### config.mk
export PLATFORM = sky130hd
export DESIGN_NAME = olink_tx_framer_flat
export DESIGN_NICKNAME = d
export VERILOG_FILES = /design/src/rtl/olink_tx_framer_if.sv /design/src/rtl/olink_tx_framer.sv /design/src/flat_wrapper.sv
export SDC_FILE = /design/constraint.sdc
export NUM_CORES = 1
export LEC_CHECK = 0
export CAP_MARGIN = 25
export CORE_ASPECT_RATIO = 1.2
export CORE_UTILIZATION = 45
export CTS_CLUSTER_DIAMETER = 120
export DETAILED_ROUTE_END_ITERATION = 10
export GPL_TIMING_DRIVEN = 0
export HOLD_SLACK_MARGIN = 0.12
export PLACE_DENSITY = 0.86
export SETUP_SLACK_MARGIN = 0.05
export SLEW_MARGIN = 20
export SYNTH_ARGS = -nofsm -noshare
export SYNTH_HDL_FRONTEND = slang
export SYNTH_SLANG_ARGS = --single-unit
### constraint.sdc
create_clock -name clk_link -period 2.5 [get_ports clk_link]
set_input_delay 0.5 -clock clk_link [delete_from_list [all_inputs] [get_ports clk_link]]
set_output_delay 0.5 -clock clk_link [all_outputs]
set_load 0.005 [all_outputs]
### src/rtl/olink_tx_framer_if.sv
// ----------------------------------------------------------------------------
// olink_tx_framer_if
//
// Word-level handshake between a data source and the olink transmit framer.
//
// Signals
//   tx_word        [31:0]  data word, byte 0 is transmitted first
//   tx_word_k      [3:0]   per-byte K flags for tx_word
//   tx_word_valid          source offers tx_word / tx_word_k
//   tx_word_ready          framer accepts the word on an edge where
//                          valid and ready are both high
//
// Modports
//   master : the word source (drives word, k, valid; observes ready)
//   slave  : the framer      (observes word, k, valid; drives ready)
// ----------------------------------------------------------------------------
interface olink_tx_framer_if;
    logic [31:0] tx_word;
    logic [3:0]  tx_word_k;
    logic        tx_word_valid;
    logic        tx_word_ready;

    modport master (
        output tx_word,
        output tx_word_k,
        output tx_word_valid,
        input  tx_word_ready
    );

    modport slave (
        input  tx_word,
        input  tx_word_k,
        input  tx_word_valid,
        output tx_word_ready
    );
endinterface

### src/rtl/olink_tx_framer.sv
// ----------------------------------------------------------------------------
// olink_tx_framer
//
// Serialises 32-bit words into 16-bit half-words for a GT transmitter at one
// half per clk_link. Each loaded word is either a forced comma (inserted every
// COMMA_PERIOD word slots), an accepted user word, or the IDLE word. Accepted
// words carrying an illegal K pattern are replaced by a PAD word and counted.
//
// Parameters
//   COMMA_PERIOD   word slots between forced commas (2..256)
//
// Compile-time option
//   OLINK_TX_SPY_EN  when defined, a 64x32 capture buffer records the
//                    {tx_k, tx_d} stream after spy_start and can be read back
//                    through spy_raddr/spy_rdata. When undefined, spy_rdata
//                    is 0 and no buffer exists.
//
// Ports
//   clk_link        link user clock (only clock)
//   reset_n         synchronous active-low reset
//   tx_enable       low blocks user data; only IDLE and comma words are sent
//   tx_if           word handshake (slave side), see olink_tx_framer_if
//   tx_d [15:0]     registered half-word to GT txdata
//   tx_k [1:0]      registered charisk to GT
//   counter_reset   synchronous clear of err_count and word_count
//   err_count       illegal-K words seen, saturating
//   word_count      accepted data words, wrapping
//   spy_start       arms the spy capture
//   spy_raddr [5:0] spy read address
//   spy_rdata [31:0] spy read data, one cycle after spy_raddr
// ----------------------------------------------------------------------------
module olink_tx_framer #(
    parameter int COMMA_PERIOD = 64
) (
    input  logic                clk_link,
    input  logic                reset_n,
    input  logic                tx_enable,
    olink_tx_framer_if.slave    tx_if,
    output logic [15:0]         tx_d,
    output logic [1:0]          tx_k,
    input  logic                counter_reset,
    output logic [15:0]         err_count,
    output logic [31:0]         word_count,
    input  logic                spy_start,
    input  logic [5:0]          spy_raddr,
    output logic [31:0]         spy_rdata
);

    // ------------------------------------------------------------------------
    // Fixed words
    // ------------------------------------------------------------------------
    localparam logic [31:0] WORD_IDLE  = 32'hF7F7_F7F7;
    localparam logic [3:0]  K_IDLE     = 4'b1111;
    // K28.5 sits in byte 0 so it always lands in the low half-word.
    localparam logic [31:0] WORD_COMMA = 32'h0000_00BC;
    localparam logic [3:0]  K_COMMA    = 4'b0001;
    localparam logic [31:0] WORD_PAD   = 32'h1C1C_1C1C;
    localparam logic [3:0]  K_PAD      = 4'b1111;

    localparam logic [7:0]  COMMA_LAST = 8'(COMMA_PERIOD - 1);

    // ------------------------------------------------------------------------
    // Half-word phase: low half is loaded from the selected word, high half
    // is replayed from the stored copy on the next edge.
    // ------------------------------------------------------------------------
    typedef enum logic {
        PH_LO = 1'b0,
        PH_HI = 1'b1
    } phase_t;

    phase_t phase_reg;
    phase_t phase_next;

    logic        hi_pending;
    logic        comma_due;
    logic        word_ready;
    logic        accept;

    logic [15:0] tx_d_reg;
    logic [15:0] tx_d_next;
    logic [1:0]  tx_k_reg;
    logic [1:0]  tx_k_next;
    logic [15:0] hi_d_reg;
    logic [15:0] hi_d_next;
    logic [1:0]  hi_k_reg;
    logic [1:0]  hi_k_next;
    logic [7:0]  slot_reg;
    logic [7:0]  slot_next;

    logic [15:0] err_count_reg;
    logic [15:0] err_count_next;
    logic [31:0] word_count_reg;
    logic [31:0] word_count_next;

    logic        word_legal;
    logic        word_is_comma;
    logic [31:0] sel_word;
    logic [3:0]  sel_k;
    logic        sel_is_comma;

    always_ff @(posedge clk_link) begin
        if (!reset_n) begin
            phase_reg <= PH_LO;
        end else begin
            phase_reg <= phase_next;
        end
    end

    always_comb begin
        phase_next = phase_reg;
        case (phase_reg)
            PH_LO:   phase_next = PH_HI;
            PH_HI:   phase_next = PH_LO;
            default: phase_next = PH_LO;
        endcase
    end

    assign hi_pending = (phase_reg == PH_HI);
    assign comma_due  = (slot_reg == COMMA_LAST);

    // Ready comes from registers and static inputs only, never from valid,
    // so the source may wait on ready without a combinational loop.
    assign word_ready          = reset_n & tx_enable & ~hi_pending & ~comma_due;
    assign tx_if.tx_word_ready = word_ready;
    assign accept              = tx_if.tx_word_valid & word_ready;

    // ------------------------------------------------------------------------
    // K legality of the offered word
    // ------------------------------------------------------------------------
    always_comb begin
        word_is_comma = (tx_if.tx_word_k == 4'b0001) && (tx_if.tx_word[7:0] == 8'hBC);
        word_legal    = (tx_if.tx_word_k == 4'b0000) ||
                        (tx_if.tx_word_k == 4'b1111) ||
                        word_is_comma;
    end

    // ------------------------------------------------------------------------
    // Word selection: forced comma > accepted word (or PAD) > IDLE
    // ------------------------------------------------------------------------
    always_comb begin
        sel_word     = WORD_IDLE;
        sel_k        = K_IDLE;
        sel_is_comma = 1'b0;
        if (comma_due) begin
            sel_word     = WORD_COMMA;
            sel_k        = K_COMMA;
            sel_is_comma = 1'b1;
        end else if (accept) begin
            if (word_legal) begin
                sel_word     = tx_if.tx_word;
                sel_k        = tx_if.tx_word_k;
                // A user comma realigns the receiver just as well as a
                // forced one, so it restarts the comma interval too.
                sel_is_comma = word_is_comma;
            end else begin
                sel_word = WORD_PAD;
                sel_k    = K_PAD;
            end
        end
    end

    // ------------------------------------------------------------------------
    // Output half-word datapath and slot counter
    // ------------------------------------------------------------------------
    always_comb begin
        tx_d_next = tx_d_reg;
        tx_k_next = tx_k_reg;
        hi_d_next = hi_d_reg;
        hi_k_next = hi_k_reg;
        slot_next = slot_reg;
        if (!hi_pending) begin
            tx_d_next = sel_word[15:0];
            tx_k_next = sel_k[1:0];
            hi_d_next = sel_word[31:16];
            hi_k_next = sel_k[3:2];
            slot_next = sel_is_comma ? 8'd0 : slot_reg + 8'd1;
        end else begin
            tx_d_next = hi_d_reg;
            tx_k_next = hi_k_reg;
        end
    end

    // Reset discards any stored high half; slot counter starts at the comma
    // position so the first word after release is a comma.
    always_ff @(posedge clk_link) begin
        if (!reset_n) begin
            tx_d_reg <= WORD_IDLE[15:0];
            tx_k_reg <= K_IDLE[1:0];
            hi_d_reg <= WORD_IDLE[31:16];
            hi_k_reg <= K_IDLE[3:2];
            slot_reg <= COMMA_LAST;
        end else begin
            tx_d_reg <= tx_d_next;
            tx_k_reg <= tx_k_next;
            hi_d_reg <= hi_d_next;
            hi_k_reg <= hi_k_next;
            slot_reg <= slot_next;
        end
    end

    assign tx_d = tx_d_reg;
    assign tx_k = tx_k_reg;

    // ------------------------------------------------------------------------
    // Statistics counters; counter_reset wins over a same-cycle increment
    // ------------------------------------------------------------------------
    always_comb begin
        err_count_next  = err_count_reg;
        word_count_next = word_count_reg;
        if (counter_reset) begin
            err_count_next  = 16'd0;
            word_count_next = 32'd0;
        end else if (accept) begin
            word_count_next = word_count_reg + 32'd1;
            if (!word_legal && (err_count_reg != 16'hFFFF)) begin
                err_count_next = err_count_reg + 16'd1;
            end
        end
    end

    always_ff @(posedge clk_link) begin
        if (!reset_n) begin
            err_count_reg  <= 16'd0;
            word_count_reg <= 32'd0;
        end else begin
            err_count_reg  <= err_count_next;
            word_count_reg <= word_count_next;
        end
    end

    assign err_count  = err_count_reg;
    assign word_count = word_count_reg;

    // ------------------------------------------------------------------------
    // Spy capture buffer
    // ------------------------------------------------------------------------
`ifdef OLINK_TX_SPY_EN
    logic [31:0] spy_mem [0:63];
    logic [5:0]  spy_ptr_reg;
    logic [5:0]  spy_ptr_next;
    logic        spy_armed_reg;
    logic        spy_armed_next;
    logic        spy_wr;
    logic [31:0] spy_rdata_reg;

    // The pointer parks at 63; the armed flag lets entry 63 be written once
    // and then stops further writes so the capture is not overwritten.
    always_comb begin
        spy_ptr_next   = spy_ptr_reg;
        spy_armed_next = spy_armed_reg;
        if (spy_start) begin
            spy_ptr_next   = 6'd0;
            spy_armed_next = 1'b1;
        end else if (spy_armed_reg) begin
            if (spy_ptr_reg == 6'd63) begin
                spy_armed_next = 1'b0;
            end else begin
                spy_ptr_next = spy_ptr_reg + 6'd1;
            end
        end
    end

    assign spy_wr = reset_n & spy_armed_reg & ~spy_start;

    always_ff @(posedge clk_link) begin
        if (!reset_n) begin
            spy_ptr_reg   <= 6'd63;
            spy_armed_reg <= 1'b0;
        end else begin
            spy_ptr_reg   <= spy_ptr_next;
            spy_armed_reg <= spy_armed_next;
        end
    end

    // Plain write port and registered read port so the array maps to RAM.
    always_ff @(posedge clk_link) begin
        if (spy_wr) begin
            spy_mem[spy_ptr_reg] <= {14'h0, tx_k_reg, tx_d_reg};
        end
        spy_rdata_reg <= spy_mem[spy_raddr];
    end

    assign spy_rdata = spy_rdata_reg;
`else
    wire unused_spy = &{1'b0, spy_start, spy_raddr};

    assign spy_rdata = 32'd0;
`endif

endmodule
### src/flat_wrapper.sv
// flat-port wrapper written by rule: the top's interface ports become plain ports
module olink_tx_framer_flat 
#(
    parameter int COMMA_PERIOD = 64
)
  (clk_link, reset_n, tx_enable, tx_d, tx_k, counter_reset, err_count, word_count, spy_start, spy_raddr, spy_rdata, tx_if_tx_word, tx_if_tx_word_k, tx_if_tx_word_valid, tx_if_tx_word_ready);
  olink_tx_framer_if tx_if_i ();
  input  logic clk_link;
  input  logic reset_n;
  input  logic tx_enable;
  output logic [15:0] tx_d;
  output logic [1:0] tx_k;
  input  logic counter_reset;
  output logic [15:0] err_count;
  output logic [31:0] word_count;
  input  logic spy_start;
  input  logic [5:0] spy_raddr;
  output logic [31:0] spy_rdata;
  input wire logic [$bits(tx_if_i.tx_word)-1:0] tx_if_tx_word;
  input wire logic [$bits(tx_if_i.tx_word_k)-1:0] tx_if_tx_word_k;
  input wire logic [$bits(tx_if_i.tx_word_valid)-1:0] tx_if_tx_word_valid;
  output wire logic [$bits(tx_if_i.tx_word_ready)-1:0] tx_if_tx_word_ready;
  assign tx_if_i.tx_word = tx_if_tx_word;
  assign tx_if_i.tx_word_k = tx_if_tx_word_k;
  assign tx_if_i.tx_word_valid = tx_if_tx_word_valid;
  assign tx_if_tx_word_ready = tx_if_i.tx_word_ready;
  olink_tx_framer #(.COMMA_PERIOD(COMMA_PERIOD)) u_core (.clk_link(clk_link), .reset_n(reset_n), .tx_enable(tx_enable), .tx_if(tx_if_i), .tx_d(tx_d), .tx_k(tx_k), .counter_reset(counter_reset), .err_count(err_count), .word_count(word_count), .spy_start(spy_start), .spy_raddr(spy_raddr), .spy_rdata(spy_rdata));
endmodule
==> impl_metrics.csv <==
group,metric,value,unit
setup_path,r2r_start,"u_core.slot_reg[0]$_SDFFE_PN1N_",
cells_and_area,largest_reg_flops,32,
route,drc,0,
setup_path,cp.required,2000,ps
place,port_buffers,107,
grt,grt_use_met1,24.3,%
route,post_drt_wl_per_cell,13.3,um
cells_and_area,fill_cells,739,
sta,hold_slack,475,ps
grt,grt_pass1_vias,3520,
power,cellLeakagePower,2.13,nW
die,die-area,9600,um2
sta,relSlewSlack,61.9,%
grt,grt_usage,21.2,%
cells_and_area,drive_gt1_share,10.3,%
cts,hold_buffers,0,
setup_path,arrival,1810,ps
sta,hold_viol_final,0,
sta,tightest_slew,568,ps
cells_and_area,layout_common_cells,"clkdlybuf4s50_1 (106), dfxtp_1 (92), nor2_1 (71), nand2_1 (44), o21ai_0 (40)",
logic_synthesis,ys_warn_count,0,
route,ant_nets,0,
logic_synthesis,postSynthAreaPerCell,8.49,um2
logic_synthesis,synth_cells,488,
power,vdd_drop_max,0.285,mV
hold_path,worstHoldPathCells,2,
grt,busiest_layer,"met2",
die,die_width,89.6,um
setup_path,crit_fanout,5,
logic_synthesis,synth_top_cell_area_share,44.9,%
cts,clock_latency,360,ps
setup_path,cp-end-kind,"primary output",
logic_synthesis,synth_edf_count,0,
hold_path,worstHoldStart,"u_core.hi_d_reg[3]$_SDFFE_PN0N_",
sta,rsz0062_at_grt,"no",
sta,fmax,432,MHz
cells_and_area,mostFrequentLayoutCell,"clkdlybuf4s50_1",
cells_and_area,utilization,63.8,%
route,drtIter0Drc,143,
setup_path,criticalPathCategory,"reg -> out",
cts,clockBufferDepth,2,
die,die_h,107,um
sta,final.setup.worst_slack,186,ps
power,power,3.38,mW
run,maxCapViolCount,0,
grt,grt_overflow,0,
logic_synthesis,synth_cell_types,46,
die,coreArea,8990,um2
cts,root_buffer,"clkbuf_8",
cts,cts_htree_levels,3,
power,internal_power,2.48,mW
setup_path,rrSetupSlack,280,ps
die,std_cell_rows,38,
grt,use_met3,5.70,%
cells_and_area,area_growth_syn_to_layout,38.4,%
route,via_per_inst,5.09,
route,drt_wl_total,10100,um
logic_synthesis,yosys-top-cells-area,"dfxtp_1 (45%), nor2_1 (6.5%), xor2_1 (6.3%)",
cells_and_area,diodes,0,
cells_and_area,multi_input_area,2080,um2
hold_path,hold_path.class,"reg -> reg",
logic_synthesis,synth-seq-area-share,44.9,%
route,firstDrtPassIters,4,
logic_synthesis,synth_async_sr_flop_share,0,%
sta,period_needed,2310,ps
cells_and_area,regArea,1860,um2
grt,grt_pass1_wl,15800,um
cells_and_area,fin_nets,688,
power,power.share.combinational,18.4,%
power,seqPwrFrac,49.4,%
power,switchingPower,0.897,mW
setup_path,reg2reg_depth,8,
place,place_congestion,0.830,
grt,grtUsageMet2,37.1,%
grt,grt_max_degree,16,
place,dp_hpwl,7580,um
logic_synthesis,synth-seq-cells,93,
cts,cts_tree,"built",
grt,antenna_found_initial,0,
cts,clk_pin_slew,90,ps
power,power_density,589,nW/um2
power,clkPwrFrac,32.2,%
die,io_pins,147,
cts,numCtsBuffers,9,
sta,skew,10.4,ps
die,start_util,46.1,%
outcome,outcome,"completed",
sta,maxSlewViolCount,0,
setup_path,crit_path_start_kind,"flop",
hold_path,hold-path-endpoint,"u_core.hi_d_reg[3]$_SDFFE_PN0N_",
route,vias,3881,
cts,cts.sinks,93,
logic_synthesis,ys.flop_type,"dfxtp_1",
logic_synthesis,syn_area,4140,um2
logic_synthesis,synth.largest_area_cell,"dfxtp_1",
place,pre_cts_ws,-472,ps
power,switching_share,26.5,%
setup_path,r2r_end,"u_core.tx_k[1]$_SDFF_PN1_",
sta,finalSetupViolations,0,
sta,period_share,92.5,%
[per-stage QoR]
stage / instance area [um2] / cells / TNS [ps]
CTS: 5710 / 762 / 0
global route: 5740 / 762 / 0
floorplan: 4260 / 519 / 0
finish: 5740 / 762 / 0
detailed placement: 5480 / 746 / -12300
global placement: 5480 / 746 / -11430
[worst max-delay path: stages, from the launching register on]
cell	delay [ps]
dfxtp_1	400
ha_4	180
nor3b_4	210
and2_4	200
nor2_1	50
clkdlybuf4s50_1	430
[synth_stat cells (3+ instances only)]
cell and count:
dfxtp_1 93, nor2_1 72, nand2_1 44, o21ai_0 41, buf_4 33, xor2_1 30
nand3_1 24, nand4_1 18, a21oi_1 14, clkbuf_1 14, a21boi_0 12, xnor2_1 12
and3_1 9, or3_1 7, and2_1 6, inv_1 6, nor3_1 6, and4_1 4
ha_1 3, nor2b_1 3, nor4_1 3, o22ai_1 3
[how the worst max path moves through the flow]
stage | from | to | depth (start not counted)
2_1_floorplan | u_core.slot_reg[0]$_SDFFE_PN1N_ | u_core.hi_d_reg[0]$_SDFFE_PN1N_ | 7
3_3_place_gp | reset_n | u_core.hi_k_reg[0]$_SDFFE_PN1N_ | 7
3_5_place_dp | reset_n | u_core.tx_k[1]$_SDFF_PN1_ | 7
4_1_cts | u_core.slot_reg[0]$_SDFFE_PN1N_ | tx_if_tx_word_ready | 5
5_1_grt | tx_if_tx_word[5] | u_core.hi_d_reg[13]$_SDFFE_PN1N_ | 7
6_report | u_core.slot_reg[1]$_SDFFE_PN1N_ | tx_if_tx_word_ready | 5
[power by group through the flow]
stage               sequential (mW)  clock, mW  combinational, mW
finish                         1.67       1.09              0.621
global route                   1.68       1.17              0.683
detailed placement             1.70          0              0.590
floorplan                      1.69          0              0.337
CTS                            1.67       1.11              0.605
global placement               1.69          0              0.565
[cell type report]
cell class / instances / area share (%)
clock buffers: 11 / 2.29
inverters: 6 / 0.393
clock inverters: 5 / 1.46
well taps: 120 / 2.62
repair buffers: 108 / 18.8
plain buffers: 52 / 5.76
multi-input cells: 367 / 36.2
flip-flops and latches: 93 / 32.5
[timing repair]
item,in CTS,in global routing
endpoints found under the setup margin,27,15
hold endpoints to repair,0,0
setup buffers,1,0
gates resized for setup,5,7
gates cloned,0,0
[routing by layer]
layer,vias to the layer above,wire length (um)
met1,1805,4130
met4,0,163
met5,-,0
met3,15,721
li1,1898,-
met2,163,5120
[cells by family after synthesis]
family	count (synthesis)	synth area share, %
adder cells (fa/ha/maj)	3	0.906
flip-flops	93	44.9
AO/OA/AOI/OAI	81	11.5
buffers and inverters	59	8.61
AND/OR/NAND/NOR	209	25.1
other	1	0.0905
XOR/XNOR	42	8.88
(Power assumes the default switching activity.)
